**src/rtl/ps2_rx_pkg.sv**
```systemverilog
// Shared constants and state type for the PS/2 device-to-host receiver.
// Optional parity checking in the top is enabled with PS2_PARITY_CHECK_EN.
package ps2_rx_pkg;

  localparam logic [7:0] PS2_PREFIX_EXT = 8'hE0;
  localparam logic [7:0] PS2_PREFIX_REL = 8'hF0;

  localparam int PS2_FILTER_LEN_DEF  = 8;
  localparam int PS2_TIMEOUT_CYC_DEF = 50000;

  typedef enum logic [1:0] {
    IDLE,
    DATA,
    PARITY,
    STOP
  } ps2_state_e;

endpackage

```
**src/rtl/ps2_line_filter.sv**
```systemverilog
// Two-flop synchroniser plus glitch filter for one raw PS/2 pin.
// The filtered level only moves after FILTER_LEN consecutive differing samples.
module ps2_line_filter
  import ps2_rx_pkg::*;
#(
  parameter int FILTER_LEN = PS2_FILTER_LEN_DEF
) (
  input  logic clk,
  input  logic rst,
  input  logic line_in,
  output logic level,
  output logic fall
);

  localparam int CW = $clog2(FILTER_LEN + 1);

  logic          sync1_q, sync2_q;
  logic          level_q, level_d;
  logic          fall_q, fall_d;
  logic [CW-1:0] cnt_q, cnt_d;

  always_comb begin
    level_d = level_q;
    cnt_d   = cnt_q;
    fall_d  = 1'b0;
    if (sync2_q == level_q) begin
      cnt_d = '0;
    end else if (cnt_q == CW'(FILTER_LEN - 1)) begin
      level_d = sync2_q;
      cnt_d   = '0;
      fall_d  = level_q;
    end else begin
      cnt_d = cnt_q + CW'(1);
    end
  end

  // Idle bus level is high, so everything resets to 1.
  always_ff @(posedge clk or posedge rst) begin
    if (rst) begin
      sync1_q <= 1'b1;
      sync2_q <= 1'b1;
      level_q <= 1'b1;
      fall_q  <= 1'b0;
      cnt_q   <= '0;
    end else begin
      sync1_q <= line_in;
      sync2_q <= sync1_q;
      level_q <= level_d;
      fall_q  <= fall_d;
      cnt_q   <= cnt_d;
    end
  end

  assign level = level_q;
  assign fall  = fall_q;

endmodule

```
**src/rtl/ps2_frame_receiver.sv**
```systemverilog
// PS/2 device-to-host frame receiver: deserialises frames, folds E0/F0 prefixes into flags.
// Define PS2_PARITY_CHECK_EN to drop odd-parity failures and expose parity_err.
module ps2_frame_receiver
  import ps2_rx_pkg::*;
#(
  parameter int FILTER_LEN  = PS2_FILTER_LEN_DEF,
  parameter int TIMEOUT_CYC = PS2_TIMEOUT_CYC_DEF
) (
  input  logic       clk,
  input  logic       rst,
  input  logic       enable_rcv,
  input  logic       ps2clk_in,
  input  logic       ps2data_in,
  output logic       kb_interrupt,
  output logic [7:0] scancode,
  output logic       extended,
  output logic       released,
`ifdef PS2_PARITY_CHECK_EN
  output logic       parity_err,
`endif
  output logic       rx_busy
);

  localparam logic [15:0] TIMEOUT_W = 16'(TIMEOUT_CYC);

  logic fclk_level_unused, data_fall_unused;
  logic sample, fdata;

  ps2_line_filter #(.FILTER_LEN(FILTER_LEN)) u_clk_filter (
    .clk     (clk),
    .rst     (rst),
    .line_in (ps2clk_in),
    .level   (fclk_level_unused),
    .fall    (sample)
  );

  ps2_line_filter #(.FILTER_LEN(FILTER_LEN)) u_data_filter (
    .clk     (clk),
    .rst     (rst),
    .line_in (ps2data_in),
    .level   (fdata),
    .fall    (data_fall_unused)
  );

  ps2_state_e  state_q, state_d;
  logic [2:0]  cnt_q, cnt_d;
  logic [7:0]  shift_q, shift_d;
  logic [15:0] wd_q, wd_d;
  logic        ext_pend_q, ext_pend_d;
  logic        rel_pend_q, rel_pend_d;
  logic [7:0]  scancode_q, scancode_d;
  logic        extended_q, extended_d;
  logic        released_q, released_d;
  logic        kb_int_q, kb_int_d;
  logic        stop_ok;
`ifdef PS2_PARITY_CHECK_EN
  logic        parity_q, parity_d;
  logic        parity_err_q, parity_err_d;
`endif

  always_comb begin
    state_d    = state_q;
    cnt_d      = cnt_q;
    shift_d    = shift_q;
    wd_d       = wd_q;
    ext_pend_d = ext_pend_q;
    rel_pend_d = rel_pend_q;
    scancode_d = scancode_q;
    extended_d = extended_q;
    released_d = released_q;
    kb_int_d   = 1'b0;
    stop_ok    = fdata;
`ifdef PS2_PARITY_CHECK_EN
    parity_d     = parity_q;
    parity_err_d = 1'b0;
`endif
    if (!enable_rcv) begin
      state_d    = IDLE;
      cnt_d      = '0;
      wd_d       = '0;
      ext_pend_d = 1'b0;
      rel_pend_d = 1'b0;
    end else if (sample) begin
      // A sample event always reloads the watchdog, even if it was about to expire.
      wd_d = '0;
      unique case (state_q)
        IDLE: begin
          if (!fdata) begin
            state_d = DATA;
            cnt_d   = '0;
          end
        end
        DATA: begin
          shift_d = {fdata, shift_q[7:1]};
          cnt_d   = cnt_q + 3'd1;
          if (cnt_q == 3'd7) state_d = PARITY;
        end
        PARITY: begin
`ifdef PS2_PARITY_CHECK_EN
          parity_d = fdata;
`endif
          state_d = STOP;
        end
        STOP: begin
          state_d = IDLE;
`ifdef PS2_PARITY_CHECK_EN
          if (fdata && ((^shift_q ^ parity_q) != 1'b1)) begin
            stop_ok      = 1'b0;
            parity_err_d = 1'b1;
          end
`endif
          if (stop_ok && shift_q == PS2_PREFIX_EXT) begin
            ext_pend_d = 1'b1;
          end else if (stop_ok && shift_q == PS2_PREFIX_REL) begin
            rel_pend_d = 1'b1;
          end else begin
            if (stop_ok) begin
              scancode_d = shift_q;
              extended_d = ext_pend_q;
              released_d = rel_pend_q;
              kb_int_d   = 1'b1;
            end
            ext_pend_d = 1'b0;
            rel_pend_d = 1'b0;
          end
        end
        default: state_d = IDLE;
      endcase
    end else if (state_q != IDLE) begin
      if (wd_q + 16'd1 == TIMEOUT_W) begin
        state_d    = IDLE;
        wd_d       = '0;
        ext_pend_d = 1'b0;
        rel_pend_d = 1'b0;
      end else begin
        wd_d = wd_q + 16'd1;
      end
    end
  end

  always_ff @(posedge clk or posedge rst) begin
    if (rst) begin
      state_q    <= IDLE;
      cnt_q      <= '0;
      shift_q    <= '0;
      wd_q       <= '0;
      ext_pend_q <= 1'b0;
      rel_pend_q <= 1'b0;
      scancode_q <= '0;
      extended_q <= 1'b0;
      released_q <= 1'b0;
      kb_int_q   <= 1'b0;
`ifdef PS2_PARITY_CHECK_EN
      parity_q     <= 1'b0;
      parity_err_q <= 1'b0;
`endif
    end else begin
      state_q    <= state_d;
      cnt_q      <= cnt_d;
      shift_q    <= shift_d;
      wd_q       <= wd_d;
      ext_pend_q <= ext_pend_d;
      rel_pend_q <= rel_pend_d;
      scancode_q <= scancode_d;
      extended_q <= extended_d;
      released_q <= released_d;
      kb_int_q   <= kb_int_d;
`ifdef PS2_PARITY_CHECK_EN
      parity_q     <= parity_d;
      parity_err_q <= parity_err_d;
`endif
    end
  end

  assign kb_interrupt = kb_int_q;
  assign scancode     = scancode_q;
  assign extended     = extended_q;
  assign released     = released_q;
  assign rx_busy      = (state_q != IDLE);
`ifdef PS2_PARITY_CHECK_EN
  assign parity_err   = parity_err_q;
`endif

endmodule

```
**config.mk**
```make
export PLATFORM = sky130hd
export DESIGN_NAME = ps2_frame_receiver
export DESIGN_NICKNAME = d
export VERILOG_FILES = /design/src/rtl/ps2_rx_pkg.sv /design/src/rtl/ps2_line_filter.sv /design/src/rtl/ps2_frame_receiver.sv
export SDC_FILE = /design/constraint.sdc
export NUM_CORES = 1
export LEC_CHECK = 0
export CAP_MARGIN = 20
export CORE_UTILIZATION = 50
export DETAILED_ROUTE_END_ITERATION = 8
export DONT_BUFFER_PORTS = 1
export RECOVER_POWER = 50
export SETUP_SLACK_MARGIN = 0.1
export SLEW_MARGIN = 20
export SYNTH_ARGS = -nofsm -noshare
export SYNTH_HDL_FRONTEND = slang
export SYNTH_SLANG_ARGS = --single-unit
```
**constraint.sdc**
```tcl
create_clock -name clk -period 3.7 [get_ports clk]
set_input_delay 0.925 -clock clk [delete_from_list [all_inputs] [get_ports clk]]
set_output_delay 0.925 -clock clk [all_outputs]
set_load 0.05 [all_outputs]
```
==> summary.md <==
| Metric | Value |
|---|---|
| Mapped Area | `2743 µm²` |
| Clk buf depth | `2` |
| Slew Limit Fails | `0` |
| Via Count | `1835` |
| Critical path required time | `3.89 ns` |
| Crit path cell chain | `ha_1, nand4_1, nor4b_2, and3_1, o22ai_1, or4_1, o21bai_4, o211ai_1` |
| Worst setup margin | `0.9031 ns` |
| Clk_lat worst skew | `0.33 ns` |
| Setup violators final | `0` |
| DR vias/cell | `5.461` |
| Largest net degree at the start of global routing | `38` |
| Filler instances | `473` |
| Clock Skew | `0.008186 ns` |
| Io pins | `17` |
| First-pass DRT Iterations | `4` |
| R2R Path End | `state_q[0]` |
| CTS Sinks | `57` |
| FF-to-FF path depth | `8` |
| Post-synth EDFFs | `0` |
| Internal power | `0.001136 W` |
| Reg2reg start | `wd_q[0]` |
| Worst-Margin Slew | `1.341 ns` |
| Fmax | `357.5 MHz` |
| Final Hold Viols | `0` |
| Hold WS | `0.3555 ns` |
| Max Cap Violations | `0` |
| YS warnings | `0` |
| Post-synthesis cell count | `257` |
| Setup crit end kind | `flop` |
| PortBufs | `0` |
| Vias in the first global route | `1853` |
| First-pass GRT wire length | `8542 µm` |
| Remaining Overflow, GRT | `0` |
| Slew headroom | `0.1052` |
| Net switching power | `0.0003392 W` |
| Crit path arrival time | `2.99 ns` |
| Height of the die | `76.06 µm` |
| Kind of critical path | `flop to flop` |
| Die W | `76.06 µm` |
| Comb pwr share | `0.073` |
| Post-CTS Resized | `0` |
| Die area | `5785 µm²` |
| CTS H-Tree Depth | `3` |
| Drt drc | `0` |
| Post-route ant nets | `0` |
| Final min period | `2.797 ns` |
| Layout cells sized above 1 | `0.1729` |
| Hold Startpoint | `u_data_filter.sync1_q` |
| Sequential area share after synthesis | `0.5228` |
| WHS Endpoint | `u_data_filter.sync2_q` |
| PwrDens | `486.7 nW/µm²` |
| Clock transition at the registers of the reported paths | `0.07 ns` |
| Hold path depth | `0` |
| Placed cell count | `320` |
| CP max stage cell | `or4_1` |
| Ys async rst share | `1.000` |
| Post-layout util | `0.5825` |
| Leakage Power | `1.299 nW` |
| Worst-path fanout max | `10` |
| 1st-iter DRT viols | `105` |
| Fin cells | `336` |
| CP bufs+invs | `0` |
| CTS tree | `yes` |
| Area grow syn2layout | `10.54%` |
| Critical path's largest stage delay | `0.72 ns` |
| CP top delay family | `simple AND/OR/NAND/NOR gates` |
| DP Wirelength | `3284 µm` |
| Placer Congestion | `0.8193` |
| WL/cell | `14.02 µm` |
| Top_reg_cell synth | `dfrtp_1` |
| Clk root buf | `clkbuf_8` |
| Core area | `5205 µm²` |
| Worst IR Drop VDD | `0.0003211 V` |
| Pre-CTS setup slack | `0.9375 ns` |
| Core Rows | `26` |
| Reg power frac | `0.482` |
| Clock power share | `0.445` |
| Starting Density | `0.5269` |
| Post-cts hold buffer count | `0` |
| Antenna violations before repair | `0` |
| Sw frac | `0.2299` |
| Total CTS buffers | `9` |
| HP Class | `flop to flop` |
| Drt total wl | `4711 µm` |
| GRT Resource Usage Total | `0.1894` |
| RSZ-0062 raised after global routing | `false` |
| Status | `finished, final reports clean` |
| Setup tns final | `0 ns` |
| Synthesized Nets | `272` |
| Final #Nets | `276` |
| Tcrit/Tclk final | `0.7559` |
| Ant. Diodes | `0` |
| Unique masters post-synth | `44` |
| Avg Cell Area, Syn | `10.67 µm²` |
| Flop-to-flop setup slack | `0.90 ns` |
| Startpoint types | `flop` |
| Post-CTS setup buffer count | `0` |
| Synth Register Bits | `57` |
## Yosys cell counts (all sizes together), types with 4 or more instances
master,instances,area share
nor2,22,0.030
a31oi,6,0.014
nand2,25,0.034
inv,9,0.012
clkbuf,7,0.0096
xnor2,12,0.038
dfstp,6,0.057
nand3,20,0.038
nor3b,4,0.011
or3,4,0.0091
o21ai,7,0.013
mux2,19,0.078
dfrtp,51,0.47
a21oi,8,0.015
nor3,9,0.018
ha,10,0.046
## logic make-up (layout without fill, tap and decap cells)
kind of cell / after synthesis / in the layout / share of synthesized area
mux: 21 / 21 / 0.08531
flops: 57 / 57 / 0.5228
xor+xnor: 15 / 15 / 0.04790
simple gates: 106 / 106 / 0.2016
fa+ha+maj: 10 / 10 / 0.04562
compound gates: 29 / 29 / 0.06752
buf+inv: 19 / 28 / 0.02919
## area by class of cell
class                   instances  area, µm²  share of cell area
repair buffers                  3      18.77            0.006191
well taps                      70      87.58             0.02889
clock inverters                 5      77.57             0.02559
multi-input cells             181       1229              0.4053
inverters                       9      33.78             0.01114
clock buffers                  11      151.4             0.04994
flip-flops and latches         57       1434              0.4730
## power by group through the flow
stage,sequential (W),clock (W),combinational [W]
3_3_place_gp,0.000724,0,0.000110
5_1_grt,0.000719,0.000702,0.000134
2_1_floorplan,0.000708,0,0.000102
3_5_place_dp,0.000725,0,0.000110
6_report,0.000711,0.000657,0.000107
4_1_cts,0.000713,0.000669,0.000111
## metrics by stage
step                instance area [µm²]  total power [W]
floorplan                          2743        0.0008097
global placement                   2806        0.0008331
detailed placement                 2806        0.0008343
CTS                                3035         0.001494
global route                       3032         0.001555
finish                             3032         0.001475
## per-layer routing
layer,GRT usage,vias up,wire length [µm]
li1,-,907,-
met1,0.2514,901,2413
met2,0.2800,25,2099
met3,0.07904,2,171
met4,0.06346,0,27
met5,0,-,0
## how the worst max path moves through the flow
| stage | from | to | slack [ns] | depth (start not counted) |
|---|---|---|---|---|
| after floorplan | wd_q[0] | state_q[0] | 1.20 | 10 |
| after global placement | wd_q[0] | state_q[0] | 1.03 | 8 |
| after detailed placement | wd_q[0] | state_q[0] | 0.94 | 8 |
| after CTS | wd_q[0] | state_q[0] | 0.89 | 8 |
| after global routing | rst | wd_q[8] | 0.66 | 2 |
| final | wd_q[0] | state_q[0] | 0.90 | 8 |
## sequential cells by signal (all words and copies together) (netlist names)
name / flops
wd_q: 16
scancode: 8
shift_q: 8
u_clk_filter.cnt_q: 4
u_data_filter.cnt_q: 4
cnt_q: 3
state_q: 2
ext_pend_q: 1
extended: 1
kb_interrupt: 1
rel_pend_q: 1
released: 1
u_clk_filter.fall: 1
u_clk_filter.level: 1
u_clk_filter.sync1_q: 1
u_clk_filter.sync2_q: 1
u_data_filter.level: 1
u_data_filter.sync1_q: 1
u_data_filter.sync2_q: 1
## placed cells by master, fill, tap and decap left out, types with 4 or more instances in the layout
master and count:
xnor2_1 12, nand3_1 19, a21oi_1 8, dfrtp_1 51
or3_1 4, nand2_1 25, nor2_1 22, nor3b_1 4
ha_1 10, nor3_1 8, mux2_2 19, inv_1 9
o21ai_0 6, clkbuf_8 11, a31oi_1 6, dfstp_2 4
No activity file was read; power rests on OpenSTA's default activity.
